<file path="src/rtl/imem_fetch_arbiter_if.sv">
// Instruction-memory arbiter bus: fetch port, data-side read port and memory port.
// The arbiter connects through the slave modport; the surrounding pipeline/memory use master.
interface imem_fetch_arbiter_if;
    localparam int unsigned XLEN = 32;

    // Fetch stage side
    logic            Fetch_Req;
    logic [XLEN-1:0] Fetch_Addr;
    logic            Flush;
    logic            Fetch_Stall;
    logic [XLEN-1:0] Fetch_Instr;
    logic            Fetch_Valid;

    // Secondary data-side reader
    logic            Data_Req;
    logic [XLEN-1:0] Data_Addr;
    logic            Data_Grant;
    logic [XLEN-1:0] Data_Rdata;
    logic            Data_Valid;

    // Fixed-latency instruction memory
    logic            Mem_Req;
    logic [XLEN-1:0] Mem_Addr;
    logic [XLEN-1:0] Mem_Rdata;

    modport slave (
        input  Fetch_Req, Fetch_Addr, Flush, Data_Req, Data_Addr, Mem_Rdata,
        output Fetch_Stall, Fetch_Instr, Fetch_Valid,
        output Data_Grant, Data_Rdata, Data_Valid,
        output Mem_Req, Mem_Addr
    );

    modport master (
        output Fetch_Req, Fetch_Addr, Flush, Data_Req, Data_Addr, Mem_Rdata,
        input  Fetch_Stall, Fetch_Instr, Fetch_Valid,
        input  Data_Grant, Data_Rdata, Data_Valid,
        input  Mem_Req, Mem_Addr
    );
endinterface

</file>
<file path="src/rtl/imem_fetch_arbiter.sv">
// Shares a single-ported, fixed-latency instruction memory between IF and a
// data-side reader. One access outstanding at a time; back-to-back issue in the
// response cycle. Fetch responses are discarded after a branch-redirect Flush.
// Optional feature: define IMEM_ARB_STARVE_EN to build the data-side starvation
// guard (data forced to win after STARVE_LIMIT consecutive losses); otherwise
// fetch has strict priority.
module imem_fetch_arbiter #(
    parameter int unsigned MEM_LATENCY  = 1,
    parameter int unsigned STARVE_LIMIT = 4
) (
    input  logic                  CLK,
    input  logic                  RESET,
    imem_fetch_arbiter_if.slave   bus
);
    localparam int unsigned XLEN  = 32;
    localparam int unsigned CNT_W = 3;

    typedef enum logic [1:0] {
        IDLE   = 2'd0,
        BUSY_F = 2'd1,
        BUSY_D = 2'd2
    } state_t;

    state_t             state_q;
    logic [CNT_W-1:0]   lat_cnt_q;
    logic               kill_q;
    logic [XLEN-1:0]    fetch_instr_q;
    logic               fetch_valid_q;
    logic [XLEN-1:0]    data_rdata_q;
    logic               data_valid_q;

    logic               resp_c;
    logic               eligible_c;
    logic               fetch_ok_c;
    logic               starve_hit_c;
    logic               data_win_c;
    logic               fetch_win_c;

    // Starvation guard: count consecutive data losses, force a data win at the limit.
`ifdef IMEM_ARB_STARVE_EN
    logic [3:0] starve_q;

    assign starve_hit_c = (starve_q == 4'(STARVE_LIMIT));

    // Saturating loss counter; cleared when data is granted or stops requesting.
    always_ff @(posedge CLK or posedge RESET) begin
        if (RESET) begin
            starve_q <= 4'd0;
        end else if (!bus.Data_Req || data_win_c) begin
            starve_q <= 4'd0;
        end else if (fetch_win_c && (starve_q != 4'hF)) begin
            starve_q <= starve_q + 4'd1;
        end
    end
`else
    logic unused_starve_limit;

    assign starve_hit_c        = 1'b0;
    assign unused_starve_limit = |4'(STARVE_LIMIT);
`endif

    // Arbitration: issue only when idle or in the response cycle, never during reset.
    always_comb begin
        resp_c      = (state_q != IDLE) && (lat_cnt_q == CNT_W'(1));
        eligible_c  = !RESET && ((state_q == IDLE) || resp_c);
        fetch_ok_c  = bus.Fetch_Req && !bus.Flush;
        data_win_c  = eligible_c && bus.Data_Req && (!fetch_ok_c || starve_hit_c);
        fetch_win_c = eligible_c && fetch_ok_c && !data_win_c;
    end

    // Combinational issue strobe/address, grant and fetch stall.
    always_comb begin
        bus.Mem_Req     = fetch_win_c || data_win_c;
        bus.Mem_Addr    = '0;
        if (data_win_c) begin
            bus.Mem_Addr = bus.Data_Addr;
        end else if (fetch_win_c) begin
            bus.Mem_Addr = bus.Fetch_Addr;
        end
        bus.Data_Grant  = data_win_c;
        bus.Fetch_Stall = RESET || (bus.Fetch_Req && !fetch_win_c);
    end

    assign bus.Fetch_Instr = fetch_instr_q;
    assign bus.Fetch_Valid = fetch_valid_q;
    assign bus.Data_Rdata  = data_rdata_q;
    assign bus.Data_Valid  = data_valid_q;

    // Access FSM, latency counter, kill flag and registered response capture.
    always_ff @(posedge CLK or posedge RESET) begin
        if (RESET) begin
            state_q       <= IDLE;
            lat_cnt_q     <= '0;
            kill_q        <= 1'b0;
            fetch_instr_q <= '0;
            fetch_valid_q <= 1'b0;
            data_rdata_q  <= '0;
            data_valid_q  <= 1'b0;
        end else begin
            fetch_valid_q <= 1'b0;
            data_valid_q  <= 1'b0;

            // A flush during or at the end of an outstanding fetch drops its data.
            if (resp_c) begin
                if (state_q == BUSY_F) begin
                    if (!kill_q && !bus.Flush) begin
                        fetch_instr_q <= bus.Mem_Rdata;
                        fetch_valid_q <= 1'b1;
                    end
                end else begin
                    data_rdata_q <= bus.Mem_Rdata;
                    data_valid_q <= 1'b1;
                end
            end

            if (resp_c) begin
                kill_q <= 1'b0;
            end else if ((state_q == BUSY_F) && bus.Flush) begin
                kill_q <= 1'b1;
            end

            if (fetch_win_c) begin
                state_q   <= BUSY_F;
                lat_cnt_q <= CNT_W'(MEM_LATENCY);
            end else if (data_win_c) begin
                state_q   <= BUSY_D;
                lat_cnt_q <= CNT_W'(MEM_LATENCY);
            end else if (resp_c) begin
                state_q   <= IDLE;
                lat_cnt_q <= '0;
            end else if (state_q != IDLE) begin
                lat_cnt_q <= lat_cnt_q - CNT_W'(1);
            end
        end
    end
endmodule

</file>
<file path="src/flat_wrapper.sv">
// flat-port wrapper written by rule: the top's interface ports become plain ports
module imem_fetch_arbiter_flat 
#(
    parameter int unsigned MEM_LATENCY  = 1,
    parameter int unsigned STARVE_LIMIT = 4
)
  (CLK, RESET, bus_Fetch_Req, bus_Fetch_Addr, bus_Flush, bus_Data_Req, bus_Data_Addr, bus_Mem_Rdata, bus_Fetch_Stall, bus_Fetch_Instr, bus_Fetch_Valid, bus_Data_Grant, bus_Data_Rdata, bus_Data_Valid, bus_Mem_Req, bus_Mem_Addr);
  imem_fetch_arbiter_if bus_i ();
  input  logic CLK;
  input  logic RESET;
  input wire logic [$bits(bus_i.Fetch_Req)-1:0] bus_Fetch_Req;
  input wire logic [$bits(bus_i.Fetch_Addr)-1:0] bus_Fetch_Addr;
  input wire logic [$bits(bus_i.Flush)-1:0] bus_Flush;
  input wire logic [$bits(bus_i.Data_Req)-1:0] bus_Data_Req;
  input wire logic [$bits(bus_i.Data_Addr)-1:0] bus_Data_Addr;
  input wire logic [$bits(bus_i.Mem_Rdata)-1:0] bus_Mem_Rdata;
  output wire logic [$bits(bus_i.Fetch_Stall)-1:0] bus_Fetch_Stall;
  output wire logic [$bits(bus_i.Fetch_Instr)-1:0] bus_Fetch_Instr;
  output wire logic [$bits(bus_i.Fetch_Valid)-1:0] bus_Fetch_Valid;
  output wire logic [$bits(bus_i.Data_Grant)-1:0] bus_Data_Grant;
  output wire logic [$bits(bus_i.Data_Rdata)-1:0] bus_Data_Rdata;
  output wire logic [$bits(bus_i.Data_Valid)-1:0] bus_Data_Valid;
  output wire logic [$bits(bus_i.Mem_Req)-1:0] bus_Mem_Req;
  output wire logic [$bits(bus_i.Mem_Addr)-1:0] bus_Mem_Addr;
  assign bus_i.Fetch_Req = bus_Fetch_Req;
  assign bus_i.Fetch_Addr = bus_Fetch_Addr;
  assign bus_i.Flush = bus_Flush;
  assign bus_i.Data_Req = bus_Data_Req;
  assign bus_i.Data_Addr = bus_Data_Addr;
  assign bus_i.Mem_Rdata = bus_Mem_Rdata;
  assign bus_Fetch_Stall = bus_i.Fetch_Stall;
  assign bus_Fetch_Instr = bus_i.Fetch_Instr;
  assign bus_Fetch_Valid = bus_i.Fetch_Valid;
  assign bus_Data_Grant = bus_i.Data_Grant;
  assign bus_Data_Rdata = bus_i.Data_Rdata;
  assign bus_Data_Valid = bus_i.Data_Valid;
  assign bus_Mem_Req = bus_i.Mem_Req;
  assign bus_Mem_Addr = bus_i.Mem_Addr;
  imem_fetch_arbiter #(.MEM_LATENCY(MEM_LATENCY), .STARVE_LIMIT(STARVE_LIMIT)) u_core (.CLK(CLK), .RESET(RESET), .bus(bus_i));
endmodule
</file>
<file path="config.mk">
export PLATFORM = sky130hd
export DESIGN_NAME = imem_fetch_arbiter_flat
export DESIGN_NICKNAME = d
export VERILOG_FILES = /design/src/rtl/imem_fetch_arbiter_if.sv /design/src/rtl/imem_fetch_arbiter.sv /design/src/flat_wrapper.sv
export SDC_FILE = /design/constraint.sdc
export NUM_CORES = 1
export LEC_CHECK = 0
export CAP_MARGIN = 20
export CORE_MARGIN = 2
export CORE_UTILIZATION = 60
export CTS_BUF_LIST = sky130_fd_sc_hd__clkbuf_8 sky130_fd_sc_hd__clkbuf_16
export DETAILED_ROUTE_END_ITERATION = 6
export DONT_BUFFER_PORTS = 1
export GPL_ROUTABILITY_DRIVEN = 0
export PLACE_DENSITY_LB_ADDON = 0.1
export SKIP_CTS_REPAIR_TIMING = 1
export SLEW_MARGIN = 25
export SYNTH_ARGS = -nofsm -noshare
export SYNTH_HDL_FRONTEND = slang
export SYNTH_SLANG_ARGS = --single-unit
</file>
<file path="constraint.sdc">
create_clock -name CLK -period 9.45 [get_ports CLK]
set_clock_uncertainty 0.05 [all_clocks]
set_input_delay 2.3625 -clock CLK [delete_from_list [all_inputs] [get_ports CLK]]
set_output_delay 2.3625 -clock CLK [all_outputs]
set_load 0.01 [all_outputs]
</file>
==> Word level (Yosys, flattened, before mapping) <==
Cells that the tools add are included.
{ "totals": {"register_bits": 72, "output_inout_bits": 101, "wordCells": 53} }
{ "op_classes": {"addsub": 1, "n_eq_ne": 2, "muxes": 16, "bitwise": 1, "reduce_logical": 26} }
{ "op_table": {"columns": ["op", "count"], "rows": [
  ["32-bit two-way mux", 2],
  ["3-bit two-way mux", 4],
  ["1-bit logical AND", 10],
  ["1-bit two-way mux", 7],
  ["1-bit zero test", 6],
  ["2-bit two-way mux", 3],
  ["2-bit nonzero test", 2],
  ["4-bit nonzero test", 1],
  ["3-bit by 1-bit equality test with 1-bit output, second input constant", 1],
  ["1-bit logical OR", 3],
  ["3-bit AND reduction", 1],
  ["3-bit nonzero test", 1],
  ["3-bit by 1-bit subtractor with 3-bit output, second input constant", 1],
  ["2-bit by 1-bit equality test with 1-bit output, second input constant", 1],
  ["2-bit zero test", 1],
  ["2-bit AND reduction", 1],
  ["1-bit inverter", 1]
]} }

==> Logic depth before layout (Yosys ltp) <==
Gate-level depths: netlist of run 1.
{ "depth": {"word_depth": 11, "depth_mapped": 7} }

==> Worst setup path after synthesis of run 1 <==
Ideal clock, no wire load.
{ "synth_path": {"path_kind": "input to output", "start": "in RESET", "end": "out bus_Mem_Addr[10]", "t_arrival_ns": 4.638, "required_ns": 7.037, "setup_slack_ns": 2.400, "path_stages": 4, "path_buffers": 1, "cell_sequence": "inv_1 > o21ai_2 > buf_2 > a21oi_1"} }
{ "synth_via": {"elab_chain_cells": 8, "elab_cells_between_ends": 9, "classes_between": "2 x mux; 7 x reduce/logical"} }
{ "synth_rtl": {"columns": ["element", "line_no", "source"], "rows": [
  ["start: declaration", "flat_wrapper.sv:10", "input logic RESET;"],
  ["1-bit zero test *", "imem_fetch_arbiter.sv:65", "eligible_c = !RESET && ((state_q == IDLE) || resp_c);"],
  ["1-bit logical AND *", "imem_fetch_arbiter.sv:65", null],
  ["1-bit logical AND (2 in a row)", "imem_fetch_arbiter.sv:67", "data_win_c = eligible_c && bus.Data_Req && (!fetch_ok_c || starve_hit_c);"],
  ["1-bit zero test", "imem_fetch_arbiter.sv:68", "fetch_win_c = eligible_c && fetch_ok_c && !data_win_c;"],
  ["1-bit logical AND", "imem_fetch_arbiter.sv:68", null],
  ["32-bit two-way mux", "imem_fetch_arbiter.sv:77", "end else if (fetch_win_c) begin"],
  ["32-bit two-way mux *", "imem_fetch_arbiter.sv:75", "if (data_win_c) begin"],
  ["end: declaration", "flat_wrapper.sv:24", "output wire logic [$bits(bus_i.Mem_Addr)-1:0] bus_Mem_Addr;"]
]} }
Mark *: on every way between the ends. The rest lies on a longest branch, timed or not.

==> Final worst setup path of run 1 <==
{ "layout_path": {"start": "in RESET", "end": "out bus_Mem_Addr[0]"} }
The elaborated chain is that of the path after synthesis.

==> results of run 1 <==
-- worst max-delay path, delay by kind of cell --
family	cells	cell delay (ps)
buf+inv	3	650
compound gates	2	610
-- layout by cell type, fill, tap and decap left out, drive strengths merged, types with 2 or more instances in the layout --
| cell type | instances |
|---|---|
| dfrtp | 72 |
| o21ai | 4 |
| nand2b | 2 |
| clkinv | 2 |
| nand3 | 33 |
| buf | 2 |
| ha | 2 |
| a21oi | 36 |
| nor2 | 5 |
| clkbuf | 12 |
| nor2b | 2 |
| nand2 | 38 |
| mux2 | 64 |
| o211ai | 2 |
| inv | 7 |
-- worst min path at each step --
stage	from	to	slack, ps	cells past startpoint
after floorplan	u_core.kill_q$_DFFE_PP0P_	u_core.kill_q$_DFFE_PP0P_	470	2
after global placement	u_core.kill_q$_DFFE_PP0P_	u_core.kill_q$_DFFE_PP0P_	490	2
after detailed placement	u_core.lat_cnt_q[1]$_DFFE_PP0P_	u_core.lat_cnt_q[1]$_DFFE_PP0P_	500	2
after CTS	u_core.lat_cnt_q[1]$_DFFE_PP0P_	u_core.lat_cnt_q[1]$_DFFE_PP0P_	520	2
after global routing	u_core.bus.Fetch_Instr[1]$_DFFE_PP0P_	u_core.bus.Fetch_Instr[1]$_DFFE_PP0P_	550	1
final	u_core.lat_cnt_q[1]$_DFFE_PP0P_	u_core.lat_cnt_q[1]$_DFFE_PP0P_	530	2
-- sequential cells by signal, summed over array words and instances (netlist names) --
signal                  count
u_core.bus.Data_Valid       1
u_core.bus.Fetch_Valid      1
u_core.bus.Data_Rdata      32
u_core.bus.Fetch_Instr     32
u_core.lat_cnt_q            3
u_core.kill_q               1
u_core.state_q              2
-- kinds of logic (layout without fill, tap and decap cells) --
family	after synthesis	count (layout)	share of synthesized area
buffers and inverters	28	24	0.0480
adders and majority gates	2	2	0.00744
DFF	72	72	0.536
AOI/OAI and AO/OA	46	46	0.0744
muxes	65	65	0.217
and+or+nand+nor	83	83	0.117
-- per-layer routing --
metal | global-route usage | vias to the layer above | wire (um)
met5 | 0 | - | 0
met4 | 0.0966 | 0 | 95
met3 | 0.0739 | 10 | 681
met2 | 0.326 | 114 | 3350
met1 | 0.294 | 1076 | 2840
li1 | - | 1009 | -
-- area by class of cell --
cell class / count / area [sq um] / area share
Sequential cell: 72 / 1800 / 0.506
Clock inverter: 4 / 26.3 / 0.00738
Multi-Input combinational cell: 196 / 1420 / 0.398
Clock buffer: 12 / 165 / 0.0464
Inverter: 6 / 22.5 / 0.00633
Tap cell: 72 / 90.1 / 0.0253
Timing Repair Buffer: 2 / 35.0 / 0.00985
-- where the power goes --
group          internal (mW)  switching, mW  total, mW  leakage [nW]
clock                  0.117          0.111      0.228        0.0988
sequential             0.447          0.158      0.605         0.904
combinational          0.149          0.131      0.280         0.605
total                  0.713          0.400       1.11          1.61
==> metrics.txt, run 1 <==
wire per inst 19.1 um; row cnt 27; First-pass DRT Iterations 4; critical path arrival 3640 ps; Total Wirelength 6960 um; setup violators final 0; cell count after synthesis 296; run status completed; Reg2Reg Capture Point u_core.bus.Data_Rdata[13]$_DFFE_PP0P_; library cells used by synthesis 26; max incr delay on CP 350 ps; Worst R2R Setup Slack 7320 ps; clock slew at reported path FFs 80 ps; Post-Synthesis Cell Area 0.00336 sq mm; MaxCap Viol Count 0; DRT iter0 DRCs 120; critical path launch point RESET; Syn Area/Cell 11.4 sq um; share of the synthesized area in the top cell type 0.536; Critical Path RT 7040 ps; Reg2Reg Depth 4; most frequent cell after synthesis dfrtp_1; reg2reg start u_core.lat_cnt_q[0]$_DFFE_PP0P_; die area 0.00622 sq mm; CP max-delay cell a21oi_1; CTS sink cnt 72; largest cells by area after synthesis dfrtp_1 54%, mux2_2 21%, a21oi_1 5.4%; Placed Cells 347; crit path to bus_Mem_Addr[0]; CTS Buf Count 9; global-route wire length before repair 10400 um; Hold WS 529 ps; Final nets 390; Most used DFF post-synth dfrtp_1; DIE HEIGHT 78.9 um; Post-synth EDFFs 0; Overflow after GRT 0; final non-filler cell total 364; Post-synth ARST share 1.00; via count 2209; Pleak 1.61 nW; largest net degree at the start of global routing 76; remaining routing DRC violations 0; root buf cell clkbuf_8; PnR worst setup slack 3390 ps; worst-path fanout max 49; Placed Area 0.00334 sq mm; antenna-violating nets left 0; Synth area leader dfrtp_1; period utilization 0.641; Worst Setup End Kind output pin; RSZ-0062 raised after global routing no; Initial Util 0.615; Synth Net Count 399; final core area utilization 0.650; setup TNS 0 ps; Worst Max-Slew Pin Slew 827 ps; diode count 0; PD cells 313 mW/mm^2; I/O pin count 202; Detailed Place HPWL 4920 um; Peak VDD IR 0.178 mV; Longest Clk Path Bufs 2; H-tree depth 3; register area share after synthesis 0.536; core box area 0.00547 sq mm; synth cell count leaders 72 x dfrtp_1, 64 x mux2_2, 36 x a21oi_1, 36 x nand2_1, 33 x nand3_1; max_slew headroom 0.447; synthesized flop and latch total 72; Fmax achieved 0.165 GHz; TritonCTS clock tree yes; kind of critical path in -> out; vias in the first global route 2016; pre-CTS setup slack 3040 ps; initial antenna violation count 0; Min Clock Period, post-route 6060 ps; Port Buffer Count 0; total global routing track utilization 0.219; Vias per Instance 6.07; synth warn 0; total power 1.11 mW; min-delay worst type reg -> reg; design area 0.00356 sq mm; final slew viol count 0; worst-path cell chain inv_2, buf_4, buf_16, o21ai_4, a21oi_1; final-layout fill cell count 420; P&R area growth vs syn 5.80%; layout cell share with drive strength beyond 1 0.308; CP Launch Type input pin; clk_lat worst skew 340 ps; Die W 78.9 um; Hold Violations, Final 0
No activity file was read; power rests on OpenSTA's default activity.
==> run 2, diff against run 1 <==
==> constraint.sdc (replaced) <==
create_clock -name CLK -period 6 [get_ports CLK]
set_clock_uncertainty 0.05 [all_clocks]
set_input_delay 1.5 -clock CLK [delete_from_list [all_inputs] [get_ports CLK]]
set_output_delay 1.5 -clock CLK [all_outputs]
set_load 0.01 [all_outputs]
==> metrics.txt, run 2 (synthesis results as in run 1) <==
run status completed; Initial Util 0.615; delay-heaviest family, CP simple AND/OR/NAND/NOR gates; total global routing track utilization 0.217; RSZ-0062 raised after global routing no; reg2reg start u_core.lat_cnt_q[1]$_DFFE_PP0P_; Fmax achieved 0.244 GHz; diode count 0; Cell Int Power 1.09 mW; Hold Violations, Final 0; Die W 78.9 um; Detailed Place HPWL 5080 um; Min-Delay Startpoint u_core.lat_cnt_q[1]$_DFFE_PP0P_; Critical Path RT 4450 ps; min-delay worst type reg -> reg; Worst Setup End Kind output pin; remaining routing DRC violations 0; Overflow after GRT 0; commonest non-fill, non-tap cell in the layout dfrtp_1; global-route wire length before repair 10400 um; I/O pin count 202; period utilization 0.683; Worst Max-Slew Pin Slew 822 ps; worst-path fanout max 36; via count 2223; Pleak 1.58 nW; Vias per Instance 6.12; vias in the first global route 2035; layout cell share with drive strength beyond 1 0.302; max_slew headroom 0.450; largest net degree at the start of global routing 63; CTS sink cnt 72; Worst R2R Setup Slack 3860 ps; total power 1.72 mW; clock power share 0.188; root buf cell clkbuf_8; PD cells 490 mW/mm^2; Logic pwr share 0.256; CP Launch Type input pin; final slew viol count 0; Total Wirelength 6990 um; Min Clock Period, post-route 4100 ps; Flop pwr share 0.556; CP max-delay cell nor2b_4; die area 0.00622 sq mm; clock slew at reported path FFs 70 ps; antenna-violating nets left 0; wire per inst 19.2 um; row cnt 27; core box area 0.00547 sq mm; Longest Clk Path Bufs 2; CTS Buf Count 9; Reg2Reg Capture Point u_core.bus.Fetch_Instr[31]$_DFFE_PP0P_; highest-count cells in the layout ignoring fill and taps 72 x dfrtp_1, 64 x mux2_2, 36 x a21oi_1, 36 x nand2_1, 33 x nand3_1; setup violators final 0; Final nets 389; worst-path cell chain nor2b_4, nand2_1, a21oi_1; P_sw 0.633 mW; clk_lat worst skew 330 ps; P&R area growth vs syn 4.35%; max incr delay on CP 610 ps; Port Buffer Count 0; Hold EP u_core.lat_cnt_q[1]$_DFFE_PP0P_; critical path arrival 2550 ps; kind of critical path in -> out; DRT iter0 DRCs 79; initial antenna violation count 0; Sw Share 0.368; First-pass DRT Iterations 4; setup TNS 0 ps; hold path depth 2; MaxCap Viol Count 0; Reg2Reg Depth 5; Peak VDD IR 0.320 mV; H-tree depth 3; DIE HEIGHT 78.9 um; Buf/Inv on CP 0; TritonCTS clock tree yes
## run 2: layout make-up
cell class	count	area [sq um]
fillers	426	1960
flip-flops and latches	72	1800
multi-input cells	196	1420
clock buffers	9	124
well taps	72	90.1
clock inverters	7	46.3
inverters	6	22.5
repair buffers	1	7.51
## run 2: through the flow
stage / setup slack [ps] / hold slack [ps] / instance area (sq um) / std cells / util
floorplan: 675 / 470 / 3360 / 296 / -
global placement: 1570 / 492 / 3320 / 347 / 0.607
detailed placement: 1590 / 512 / 3340 / 347 / 0.610
CTS: 1590 / 525 / 3510 / 363 / 0.641
global route: 1830 / 542 / 3510 / 363 / 0.641
finish: 1900 / 525 / 3510 / 363 / 0.641
## run 2: power groups by stage
stage                     Sequential, mW  Combinational (mW)  Clock [mW]
after detailed placement           0.970               0.448           0
after global placement             0.960               0.426           0
after floorplan                    0.914               0.406           0
after global routing               0.983               0.494       0.358
final                              0.956               0.441       0.323
after CTS                          0.960               0.448       0.337
## run 2: how the worst max path moves through the flow
stage | startpoint | end | slack [ps] | cells past startpoint
2_1_floorplan | RESET | bus_Mem_Addr[10] | 670 | 4
3_3_place_gp | bus_Fetch_Req | bus_Mem_Addr[0] | 1570 | 3
3_5_place_dp | bus_Flush | bus_Mem_Addr[0] | 1590 | 3
4_1_cts | bus_Flush | bus_Mem_Addr[0] | 1590 | 3
5_1_grt | bus_Fetch_Req | bus_Mem_Addr[19] | 1830 | 3
6_report | bus_Fetch_Req | bus_Mem_Addr[0] | 1900 | 3
## run 2: layer usage
metal,vias to the layer above,share of wire,wire length (um),track usage
met5,-,0,0,0
met4,0,0.0033,23,0.0569
met3,4,0.10,726,0.0818
met2,129,0.49,3450,0.336
met1,1082,0.40,2780,0.292
li1,1008,-,-,-
## run 2: worst register-to-register path, delay by kind of cell, from the launching register on
kind | cells | cell delay, ps
adder cells (fa/ha/maj) | 1 | 190
buffers and inverters | 1 | 80
AND/OR/NAND/NOR | 2 | 820
flip-flops | 1 | 380
multiplexers | 1 | 500
